===== src/rtl/sdram_avmm_resp_pkg.sv =====
// Shared types and helpers for the Avalon-MM SDRAM responder.
package sdram_avmm_pkg;

  localparam int SDRAM_DATA_W  = 128;
  localparam int SDRAM_BE_W    = SDRAM_DATA_W / 8;
  localparam int SDRAM_BURST_W = 8;

  typedef enum logic [1:0] {
    ST_IDLE,
    ST_WR_BURST,
    ST_RD_ISSUE
  } avmm_st_t;

  // Byte address to word address: drop the byte-lane offset bits.
  function automatic logic [31:0] byte2word(input logic [31:0] byte_addr,
                                            input int unsigned lsb);
    return byte_addr >> lsb;
  endfunction

endpackage


===== src/rtl/sdram_avmm_resp_if.sv =====
// Avalon-MM command/response bundle between the load/store engine and the responder.
interface sdram_avmm_resp_if #(
  parameter int DATA_W  = 128,
  parameter int ADDR_W  = 32,
  parameter int BURST_W = 8
);

  logic [ADDR_W-1:0]   avs_address;
  logic                avs_read;
  logic                avs_write;
  logic [DATA_W-1:0]   avs_writedata;
  logic [DATA_W/8-1:0] avs_byteenable;
  logic [BURST_W-1:0]  avs_burstcount;
  logic                avs_waitrequest;
  logic [DATA_W-1:0]   avs_readdata;
  logic                avs_readdatavalid;

  modport slave (
    input  avs_address, avs_read, avs_write, avs_writedata, avs_byteenable, avs_burstcount,
    output avs_waitrequest, avs_readdata, avs_readdatavalid
  );

  modport master (
    output avs_address, avs_read, avs_write, avs_writedata, avs_byteenable, avs_burstcount,
    input  avs_waitrequest, avs_readdata, avs_readdatavalid
  );

endinterface


===== src/rtl/sdram_avmm_resp_rd_lat_pipe.sv =====
// Read-return delay line: tracks which RAM output cycles carry requested data
// and registers that data onto the Avalon read-response bus.
module rd_lat_pipe #(
  parameter int DATA_W = 128,
  parameter int STAGES = 2
) (
  input  logic              clk,
  input  logic              rst,
  input  logic              vld_in,
  input  logic [DATA_W-1:0] d_in,
  output logic [DATA_W-1:0] rdata,
  output logic              rvld
);

  logic [STAGES-1:0] vld_p0;
  logic [DATA_W-1:0] rdata_p1;
  logic              rvld_p1;

  // Valid shift register; its last stage lines up with the RAM's read data.
  always_ff @(posedge clk) begin
    if (rst) begin
      vld_p0 <= '0;
    end else begin
      vld_p0[0] <= vld_in;
      for (int i = 1; i < STAGES; i++) begin
        vld_p0[i] <= vld_p0[i-1];
      end
    end
  end

  // Output register: capture RAM data on its valid cycle, hold otherwise.
  always_ff @(posedge clk) begin
    if (rst) begin
      rvld_p1  <= 1'b0;
      rdata_p1 <= '0;
    end else begin
      rvld_p1 <= vld_p0[STAGES-1];
      if (vld_p0[STAGES-1]) begin
        rdata_p1 <= d_in;
      end
    end
  end

  assign rdata = rdata_p1;
  assign rvld  = rvld_p1;

endmodule


===== src/rtl/sdram_avmm_resp.sv =====
// Avalon-MM burst responder in front of a fixed-latency word-wide RAM.
// Writes go straight through to the RAM in the accept cycle; reads are
// issued one word per cycle with waitrequest held, and the data returns
// through rd_lat_pipe in order without back-pressure.
module sdram_avmm_resp
  import sdram_avmm_pkg::*;
#(
  parameter int DATA_W  = SDRAM_DATA_W,
  parameter int ADDR_W  = 32,
  parameter int MEM_AW  = 12,
  parameter int BURST_W = SDRAM_BURST_W,
  parameter int MEM_LAT = 2
) (
  input  logic                clk,
  input  logic                rst,
  sdram_avmm_resp_if.slave    avs,
  output logic [MEM_AW-1:0]   mem_addr,
  output logic                mem_we,
  output logic [DATA_W/8-1:0] mem_be,
  output logic [DATA_W-1:0]   mem_d,
  output logic                mem_re,
  input  logic [DATA_W-1:0]   mem_q,
  output logic                proto_err
);

  localparam int unsigned LSB = $clog2(DATA_W / 8);

  avmm_st_t           state, state_nxt;
  logic [MEM_AW-1:0]  addr_q, addr_nxt;
  logic [BURST_W-1:0] rem_q, rem_nxt;
  logic               proto_err_q, proto_err_nxt;

  logic [ADDR_W-1:0]  cmd_byte;
  logic [MEM_AW-1:0]  cmd_word;
  logic [BURST_W-1:0] cmd_bc;

  assign cmd_byte = avs.avs_address;
  assign cmd_word = MEM_AW'(byte2word(32'(cmd_byte), LSB));
  // A burstcount of zero is served as a single beat.
  assign cmd_bc   = (avs.avs_burstcount == '0) ? BURST_W'(1) : avs.avs_burstcount;

  // Control state: FSM, running word address, beats remaining, sticky error.
  always_ff @(posedge clk) begin
    if (rst) begin
      state       <= ST_IDLE;
      addr_q      <= '0;
      rem_q       <= '0;
      proto_err_q <= 1'b0;
    end else begin
      state       <= state_nxt;
      addr_q      <= addr_nxt;
      rem_q       <= rem_nxt;
      proto_err_q <= proto_err_nxt;
    end
  end

  // Next state, RAM strobes and waitrequest; outputs are forced quiet while rst is high.
  always_comb begin
    state_nxt           = state;
    addr_nxt            = addr_q;
    rem_nxt             = rem_q;
    proto_err_nxt       = proto_err_q;
    avs.avs_waitrequest = 1'b0;
    mem_addr            = addr_q;
    mem_we              = 1'b0;
    mem_be              = avs.avs_byteenable;
    mem_d               = avs.avs_writedata;
    mem_re              = 1'b0;

    if (rst) begin
      avs.avs_waitrequest = 1'b1;
    end else begin
      unique case (state)
        ST_IDLE: begin
          if (avs.avs_write) begin
            // Beat 0 of a write; a simultaneous read is dropped and flagged.
            mem_we    = 1'b1;
            mem_addr  = cmd_word;
            addr_nxt  = cmd_word + MEM_AW'(1);
            rem_nxt   = cmd_bc - BURST_W'(1);
            if (cmd_bc != BURST_W'(1)) begin
              state_nxt = ST_WR_BURST;
            end
            if (avs.avs_read) begin
              proto_err_nxt = 1'b1;
            end
          end else if (avs.avs_read) begin
            addr_nxt  = cmd_word;
            rem_nxt   = cmd_bc;
            state_nxt = ST_RD_ISSUE;
          end
        end

        ST_WR_BURST: begin
          if (avs.avs_read) begin
            proto_err_nxt = 1'b1;
          end
          if (avs.avs_write) begin
            mem_we   = 1'b1;
            addr_nxt = addr_q + MEM_AW'(1);
            rem_nxt  = rem_q - BURST_W'(1);
            if (rem_q == BURST_W'(1)) begin
              state_nxt = ST_IDLE;
            end
          end
        end

        ST_RD_ISSUE: begin
          avs.avs_waitrequest = 1'b1;
          mem_re   = 1'b1;
          addr_nxt = addr_q + MEM_AW'(1);
          rem_nxt  = rem_q - BURST_W'(1);
          if (rem_q == BURST_W'(1)) begin
            state_nxt = ST_IDLE;
          end
        end

        default: begin
          state_nxt = ST_IDLE;
        end
      endcase
    end
  end

  assign proto_err = proto_err_q;

  rd_lat_pipe #(
    .DATA_W (DATA_W),
    .STAGES (MEM_LAT)
  ) u_rd_lat_pipe (
    .clk    (clk),
    .rst    (rst),
    .vld_in (mem_re),
    .d_in   (mem_q),
    .rdata  (avs.avs_readdata),
    .rvld   (avs.avs_readdatavalid)
  );

endmodule


===== src/flat_wrapper.sv =====
// flat-port wrapper written by rule: the top's interface ports become plain ports
module sdram_avmm_resp_flat import sdram_avmm_pkg::*;
#(
  parameter int DATA_W  = SDRAM_DATA_W,
  parameter int ADDR_W  = 32,
  parameter int MEM_AW  = 12,
  parameter int BURST_W = SDRAM_BURST_W,
  parameter int MEM_LAT = 2
)
  (clk, rst, mem_addr, mem_we, mem_be, mem_d, mem_re, mem_q, proto_err, avs_avs_address, avs_avs_read, avs_avs_write, avs_avs_writedata, avs_avs_byteenable, avs_avs_burstcount, avs_avs_waitrequest, avs_avs_readdata, avs_avs_readdatavalid);
  sdram_avmm_resp_if #(.DATA_W(DATA_W), .ADDR_W(ADDR_W), .BURST_W(BURST_W)) avs_i ();
  input  logic clk;
  input  logic rst;
  output logic [MEM_AW-1:0] mem_addr;
  output logic mem_we;
  output logic [DATA_W/8-1:0] mem_be;
  output logic [DATA_W-1:0] mem_d;
  output logic mem_re;
  input  logic [DATA_W-1:0] mem_q;
  output logic proto_err;
  input wire logic [$bits(avs_i.avs_address)-1:0] avs_avs_address;
  input wire logic [$bits(avs_i.avs_read)-1:0] avs_avs_read;
  input wire logic [$bits(avs_i.avs_write)-1:0] avs_avs_write;
  input wire logic [$bits(avs_i.avs_writedata)-1:0] avs_avs_writedata;
  input wire logic [$bits(avs_i.avs_byteenable)-1:0] avs_avs_byteenable;
  input wire logic [$bits(avs_i.avs_burstcount)-1:0] avs_avs_burstcount;
  output wire logic [$bits(avs_i.avs_waitrequest)-1:0] avs_avs_waitrequest;
  output wire logic [$bits(avs_i.avs_readdata)-1:0] avs_avs_readdata;
  output wire logic [$bits(avs_i.avs_readdatavalid)-1:0] avs_avs_readdatavalid;
  assign avs_i.avs_address = avs_avs_address;
  assign avs_i.avs_read = avs_avs_read;
  assign avs_i.avs_write = avs_avs_write;
  assign avs_i.avs_writedata = avs_avs_writedata;
  assign avs_i.avs_byteenable = avs_avs_byteenable;
  assign avs_i.avs_burstcount = avs_avs_burstcount;
  assign avs_avs_waitrequest = avs_i.avs_waitrequest;
  assign avs_avs_readdata = avs_i.avs_readdata;
  assign avs_avs_readdatavalid = avs_i.avs_readdatavalid;
  sdram_avmm_resp #(.DATA_W(DATA_W), .ADDR_W(ADDR_W), .MEM_AW(MEM_AW), .BURST_W(BURST_W), .MEM_LAT(MEM_LAT)) u_core (.clk(clk), .rst(rst), .avs(avs_i), .mem_addr(mem_addr), .mem_we(mem_we), .mem_be(mem_be), .mem_d(mem_d), .mem_re(mem_re), .mem_q(mem_q), .proto_err(proto_err));
endmodule

===== config.mk =====
export PLATFORM = sky130hd
export DESIGN_NAME = sdram_avmm_resp_flat
export DESIGN_NICKNAME = d
export VERILOG_FILES = /design/src/rtl/sdram_avmm_resp_pkg.sv /design/src/rtl/sdram_avmm_resp_if.sv /design/src/rtl/sdram_avmm_resp_rd_lat_pipe.sv /design/src/rtl/sdram_avmm_resp.sv /design/src/flat_wrapper.sv
export SDC_FILE = /design/constraint.sdc
export NUM_CORES = 1
export LEC_CHECK = 0
export ABC_CLOCK_PERIOD_IN_PS = 4800
export BUFFER_PORTS_ARGS = -buffer_cell sky130_fd_sc_hd__buf_4
export CORE_AREA = 2 2 235 237
export DETAILED_ROUTE_END_ITERATION = 8
export DIE_AREA = 0 0 237 239
export GPL_TIMING_DRIVEN = 1
export PLACE_DENSITY_LB_ADDON = 0.08
export SYNTH_ARGS = -nofsm -noshare
export SYNTH_HDL_FRONTEND = slang
export SYNTH_HIERARCHICAL = 1
export SYNTH_SLANG_ARGS = --single-unit

===== constraint.sdc =====
create_clock -name clk -period 4.8 [get_ports clk]
set_input_delay 0.72 -clock clk [delete_from_list [all_inputs] [get_ports clk]]
set_output_delay 0.72 -clock clk [all_outputs]
set_load 0.02 [all_outputs]

# Word-level counts from Yosys, hierarchy flattened
# Cells that the tools add are included.
dict set report classes {
  addsub 4
  eq_ne 8
  mux 27
  reduce_logical 8
}
# cell count
set ops {}
lappend ops {{$mux W12} 6}
lappend ops {{$pmux W12 S3} 1}
lappend ops {{$mux W8} 4}
lappend ops {{$add A12 B1 Y12 const B} 2}
lappend ops {{$pmux W8 S3} 1}
lappend ops {{$sub A8 B1 Y8 const B} 2}
lappend ops {{$mux W2} 5}
lappend ops {{$eq A8 B1 Y1 const B} 1}
lappend ops {{$logic_not A8 Y1} 1}
lappend ops {{$mux W1} 8}
lappend ops {{$ne A8 B1 Y1 const B} 1}
lappend ops {{$pmux W2 S3} 1}
lappend ops {{$reduce_and A3 Y1} 2}
lappend ops {{$ne A2 B2 Y1 const B} 2}
lappend ops {{$ne A3 B2 Y1 const B} 1}
lappend ops {{$ne A3 B3 Y1 const B} 1}
lappend ops {{$reduce_bool A3 Y1} 1}
lappend ops {{$eq A2 B1 Y1 const B} 1}
lappend ops {{$eq A2 B2 Y1 const B} 1}
lappend ops {{$logic_not A2 Y1} 1}
lappend ops {{$pmux W1 S2} 1}
lappend ops {{$reduce_and A2 Y1} 1}
lappend ops {{$reduce_bool A2 Y1} 1}
lappend ops {{$reduce_or A2 Y1} 1}
dict set report word_totals {
  ff_bits 154
  inputBits 316
  out_inout_bits 289
  elab_cells 54
}

# Logic depth before layout (Yosys ltp)
dict set report logic_depth {
  ltp_word 6
  depth_mapped 9
  ltp_nobuf 8
}

# Cells and area by module
# Netlist, hierarchy kept.
# module n_inst cells_each area_per_inst_um2 seq_area_each_um2
set modules_own_cells {}
lappend modules_own_cells {rd_lat_pipe 1 420 4733.3 2622.5}
lappend modules_own_cells {sdram_avmm_resp 1 409 3086.7 460.4}

# Least setup slack after synthesis
# OpenSTA, ideal clock, no wires.
dict set report synth_timing {
  kind {in2out}
  start {input avs_avs_write}
  end {output mem_addr[3]}
  t_arrival_ns 1.955
  t_required_ns 4.080
  slack_ns 2.125
  stages 5
  path_buffers 3
  path_cell_list {buf_4 buf_2 nand3_1 buf_2 o21ai_0}
}
dict set report synth_via {
  elab_chain_len 3
}
# item line
set synth_rtl {}
lappend synth_rtl {{start: declaration} flat_wrapper.sv:23} ;# input wire logic [$bits(avs_i.avs_write)-1:0] avs_avs_write;
lappend synth_rtl {{$mux W12} sdram_avmm_resp.sv:75} ;# if (avs.avs_write) begin
lappend synth_rtl {{$mux W12} sdram_avmm_resp.sv:73} ;# unique case (state)
lappend synth_rtl {{$mux W12} sdram_avmm_resp.sv:70} ;# if (rst) begin
lappend synth_rtl {{end: declaration} flat_wrapper.sv:14} ;# output logic [MEM_AW-1:0] mem_addr;
# No other way between the ends.

# Worst setup path after layout
dict set report layout_timing {
  start {register u_core.state[0]}
  end {output mem_addr[8]}
}
dict set report layout_via {
  elab_chain_len 3
}
# item line
set layout_rtl {}
lappend layout_rtl {{start: declaration} sdram_avmm_resp.sv:28} ;# avmm_st_t state, state_nxt;
lappend layout_rtl {{start signal: assignment} sdram_avmm_resp.sv:50} ;# state <= state_nxt;
lappend layout_rtl {{$logic_not A2 Y1} sdram_avmm_resp.sv:73}
lappend layout_rtl {{$mux W12} sdram_avmm_resp.sv:73}
lappend layout_rtl {{$mux W12} sdram_avmm_resp.sv:70}
# No other way between the ends.

==> summary.json <==
{
  "min_path_type": {"value": "reg -> reg"},
  "numCtsBuffers": {"value": 17},
  "clk_pin_slew": {"value": 0.06, "unit": "ns"},
  "dr.first_iter.drc_count": {"value": 209},
  "power.density": {"value": 380, "unit": "nW/um^2"},
  "worstPathCellList": {"value": "inv_1, ha_1, nand3_1, mux2_2, buf_4"},
  "final_antenna_net_count": {"value": 0},
  "grt_overflow": {"value": 0},
  "synth_cell_types": {"value": 52},
  "global_routing_usage_on_met1": {"value": 0.121},
  "post_synth_main_area_contributors": {"value": "dfxtp_1 39%, mux2i_1 17%, buf_4 14%"},
  "cp_max_fo": {"value": 15},
  "final_min_period_over_clock_period": {"value": 0.665},
  "count_of_maximum_capacitance_violations": {"value": 0},
  "synth_edf_count": {"value": 0},
  "htreeDepth": {"value": 4},
  "place_worst_setup_slack": {"value": 1.54, "unit": "ns"},
  "worstHoldPathCells": {"value": 1},
  "post_cts.repair.setup_buffers": {"value": 0},
  "initial_utilization": {"value": 0.144},
  "worst_margin_pin_slew": {"value": 0.972, "unit": "ns"},
  "die_area": {"value": 56600, "unit": "um^2"},
  "fp-row-count": {"value": 86},
  "globalRouteMet2Util": {"value": 0.135},
  "top_level_ports": {"value": 605},
  "postCtsHoldBufs": {"value": 0},
  "first_pass_iters": {"value": 4},
  "finalPower": {"value": 3.83, "unit": "mW"},
  "leakage": {"value": 4.00, "unit": "nW"},
  "synthesis.area": {"value": 7820, "unit": "um^2"},
  "clock_sink_count": {"value": 154},
  "globalRoute.busiestLayer": {"value": "met2"},
  "grt_start_max_net_pins": {"value": 66},
  "avgSynthCellArea": {"value": 9.43, "unit": "um^2"},
  "relSlewSlack": {"value": 0.352},
  "tritoncts_clock_tree": {"value": "done"},
  "timing.final.ws_setup": {"value": 1.61, "unit": "ns"},
  "final_wtd_congestion": {"value": 0.695},
  "arrival_time_of_data_at_the_critical_path_endpoint": {"value": 2.47, "unit": "ns"},
  "final-hold-violation-count": {"value": 0},
  "post_cts.resized_instances": {"value": 0},
  "crit_type": {"value": "reg -> out"},
  "dieWidth": {"value": 237, "unit": "um"},
  "critPathLaunchType": {"value": "flip-flop"},
  "fin_util": {"value": 0.185},
  "vdd_ir_drop_max": {"value": 0.241, "unit": "mV"},
  "nets": {"value": 1288},
  "synth_nets": {"value": 1155},
  "cts-root-buf": {"value": "clkbuf_16"},
  "floorplan.die.height": {"value": 239, "unit": "um"},
  "yosys_reg_bits": {"value": 154},
  "endpoint_kind": {"value": "output port"},
  "vias_per_cell": {"value": 3.58},
  "reg2regPathDepth": {"value": 7},
  "synth_area_leader_cell": {"value": "dfxtp_1"},
  "first_global_vias": {"value": 5875},
  "clock_skew": {"value": 0.00719, "unit": "ns"},
  "buffer_ports.inserted": {"value": 296},
  "coreArea": {"value": 54300, "unit": "um^2"},
  "synth.yosys.warnings": {"value": 6},
  "grt_antenna_before_repair": {"value": 0},
  "proportion_of_layout_cells_with_a_drive_suffix_above_1": {"value": 0.361},
  "remaining_drc_errors": {"value": 0},
  "rsz_0062_raised_after_global_routing": {"value": "false"},
  "clock_tree.buffer_depth": {"value": 2},
  "overall_via_count_from_detail_route": {"value": 6007},
  "final_max_slew_viol_count": {"value": 0},
  "grt_pass1_wl": {"value": 40.5, "unit": "mm"},
  "clk_latency": {"value": 0.47, "unit": "ns"},
  "worst_path_max_delay_cell": {"value": "nand3_1"},
  "routed_wl": {"value": 28.6, "unit": "mm"},
  "post-dp-hpwl": {"value": 21.1, "unit": "mm"},
  "async_reset_ff_frac": {"value": 0},
  "crit_required": {"value": 4.08, "unit": "ns"},
  "detail_route.wl_per_cell": {"value": 17.0, "unit": "um"},
  "nFillCells": {"value": 6100},
  "globalRouteTotalUtil": {"value": 0.0986},
  "outcome": {"value": "finished clean"},
  "yosys_most_used_dff": {"value": "dfxtp_1"},
  "synth_top_area_share": {"value": 0.394},
  "fin_crit": {"value": 3.19, "unit": "ns"},
  "max_clock_freq": {"value": 313, "unit": "MHz"},
  "post_synth_inst_count": {"value": 829},
  "globalRouteMet3Util": {"value": 0.0642},
  "setup_tns": {"value": 0, "unit": "ns"},
  "synthToLayoutAreaGrowth": {"value": 28.8, "unit": "%"},
  "critical-path-max-stage-delay": {"value": 0.57, "unit": "ns"},
  "synth_seq_area_share": {"value": 0.394},
  "setup_viol": {"value": 0}
}
==> cell usage in the layout, fill, tap and decap left out, types with 3 or more instances in the layout <==
cell type,instances
clkbuf_16,18
nor4_1,5
inv_1,13
nor2b_1,9
clkinvlp_4,4
nand2_1,32
nor3_1,6
and2_1,3
a21oi_1,24
a211oi_1,6
nand4_1,5
xnor2_1,9
buf_4,301
o31ai_1,3
o21ai_0,19
inv_6,3
xor2_1,6
a21o_1,3
ha_1,10
dfxtp_1,153
nand3_1,10
mux2_2,11
o31a_1,3
mux2i_1,130
and4_1,3
nor2_1,143
a31oi_1,4
==> logic make-up after synthesis <==
| group | share of synthesized area |
|---|---|
| AO/OA/AOI/OAI | 0.0571 |
| XOR/XNOR | 0.0168 |
| buffers and inverters | 0.196 |
| adder cells (fa/ha/maj) | 0.0160 |
| multiplexers | 0.182 |
| AND/OR/NAND/NOR | 0.138 |
| flip-flops | 0.394 |
==> final cells by class <==
class	instances	area, um^2	area share
inverter	13	48.8	0.00484
sequential	154	3090	0.306
antenna	1	2.50	0.000248
clock buffer	20	458	0.0454
tap	704	881	0.0874
timing repair buffer	302	2280	0.226
multi-input combinational	474	3210	0.318
clock inverter	11	111	0.0111
==> per-stage QoR <==
step / instance area, um^2 / cells / hold WS, ns
after floorplan: 7820 / 829 / 0.414
final: 10100 / 1679 / 0.433
after global routing: 10100 / 1678 / 0.445
after detailed placement: 9500 / 1647 / 0.420
after global placement: 9500 / 1647 / 0.420
after CTS: 10100 / 1678 / 0.426
==> worst max-delay path: cells and delay by family (launching register included) <==
family / cells / cell delay [ns]
AND/OR/NAND/NOR: 1 / 0.57
buffers and inverters: 2 / 0.27
flip-flops: 1 / 0.33
multiplexers: 1 / 0.50
adder cells (fa/ha/maj): 1 / 0.33
==> synth_stat cells, drive strengths merged (3+ instances only) <==
| cell type | instances |
|---|---|
| a211oi | 7 |
| a21o | 3 |
| a21oi | 24 |
| a31oi | 4 |
| and2 | 3 |
| and4 | 3 |
| buf | 176 |
| clkbuf | 12 |
| dfxtp | 154 |
| ha | 10 |
| inv | 13 |
| mux2 | 11 |
| mux2i | 130 |
| nand2 | 32 |
| nand3 | 10 |
| nand4 | 5 |
| nor2 | 144 |
| nor2b | 9 |
| nor3 | 9 |
| nor3b | 3 |
| nor4 | 6 |
| o21ai | 19 |
| o31a | 3 |
| o31ai | 3 |
| xnor2 | 9 |
| xor2 | 6 |
==> where the power goes <==
| group | total [mW] | leakage, nW | switching, mW | internal, mW |
|---|---|---|---|---|
| clock | 1.38 | 0.267 | 0.633 | 0.748 |
| combinational | 0.965 | 2.49 | 0.539 | 0.426 |
| sequential | 1.48 | 1.25 | 0.112 | 1.37 |
==> path summary, 6_finish.rpt <==
| check | startpoint | endpoint | slack [ns] |
|---|---|---|---|
| max reg2reg | u_core/state[0] | u_core/rem_q[0] | 2.14 |
| max | u_core/state[0] | mem_addr[8] | 1.61 |
| min | u_core/u_rd_lat_pipe/vld_p0[0] | u_core/u_rd_lat_pipe/vld_p0[1] | 0.43 |
| min reg2reg | u_core/u_rd_lat_pipe/vld_p0[0] | u_core/u_rd_lat_pipe/vld_p0[1] | 0.43 |
==> registers in the layout, summed over array words and instances, names as in the netlist <==
signal	flops
u_core/u_rd_lat_pipe/rdata	128
u_core/addr_q	12
u_core/rem_q	8
u_core/state	2
u_core/u_rd_lat_pipe/vld_p0	2
u_core/proto_err	1
u_core/u_rd_lat_pipe/rvld	1
==> per-layer routing <==
metal	wire length, um	up-vias
met5	137	-
met4	393	4
met3	3480	30
met2	11900	365
met1	12700	2711
li1	-	2897
Note: power is estimated with default switching activity, not from simulation.
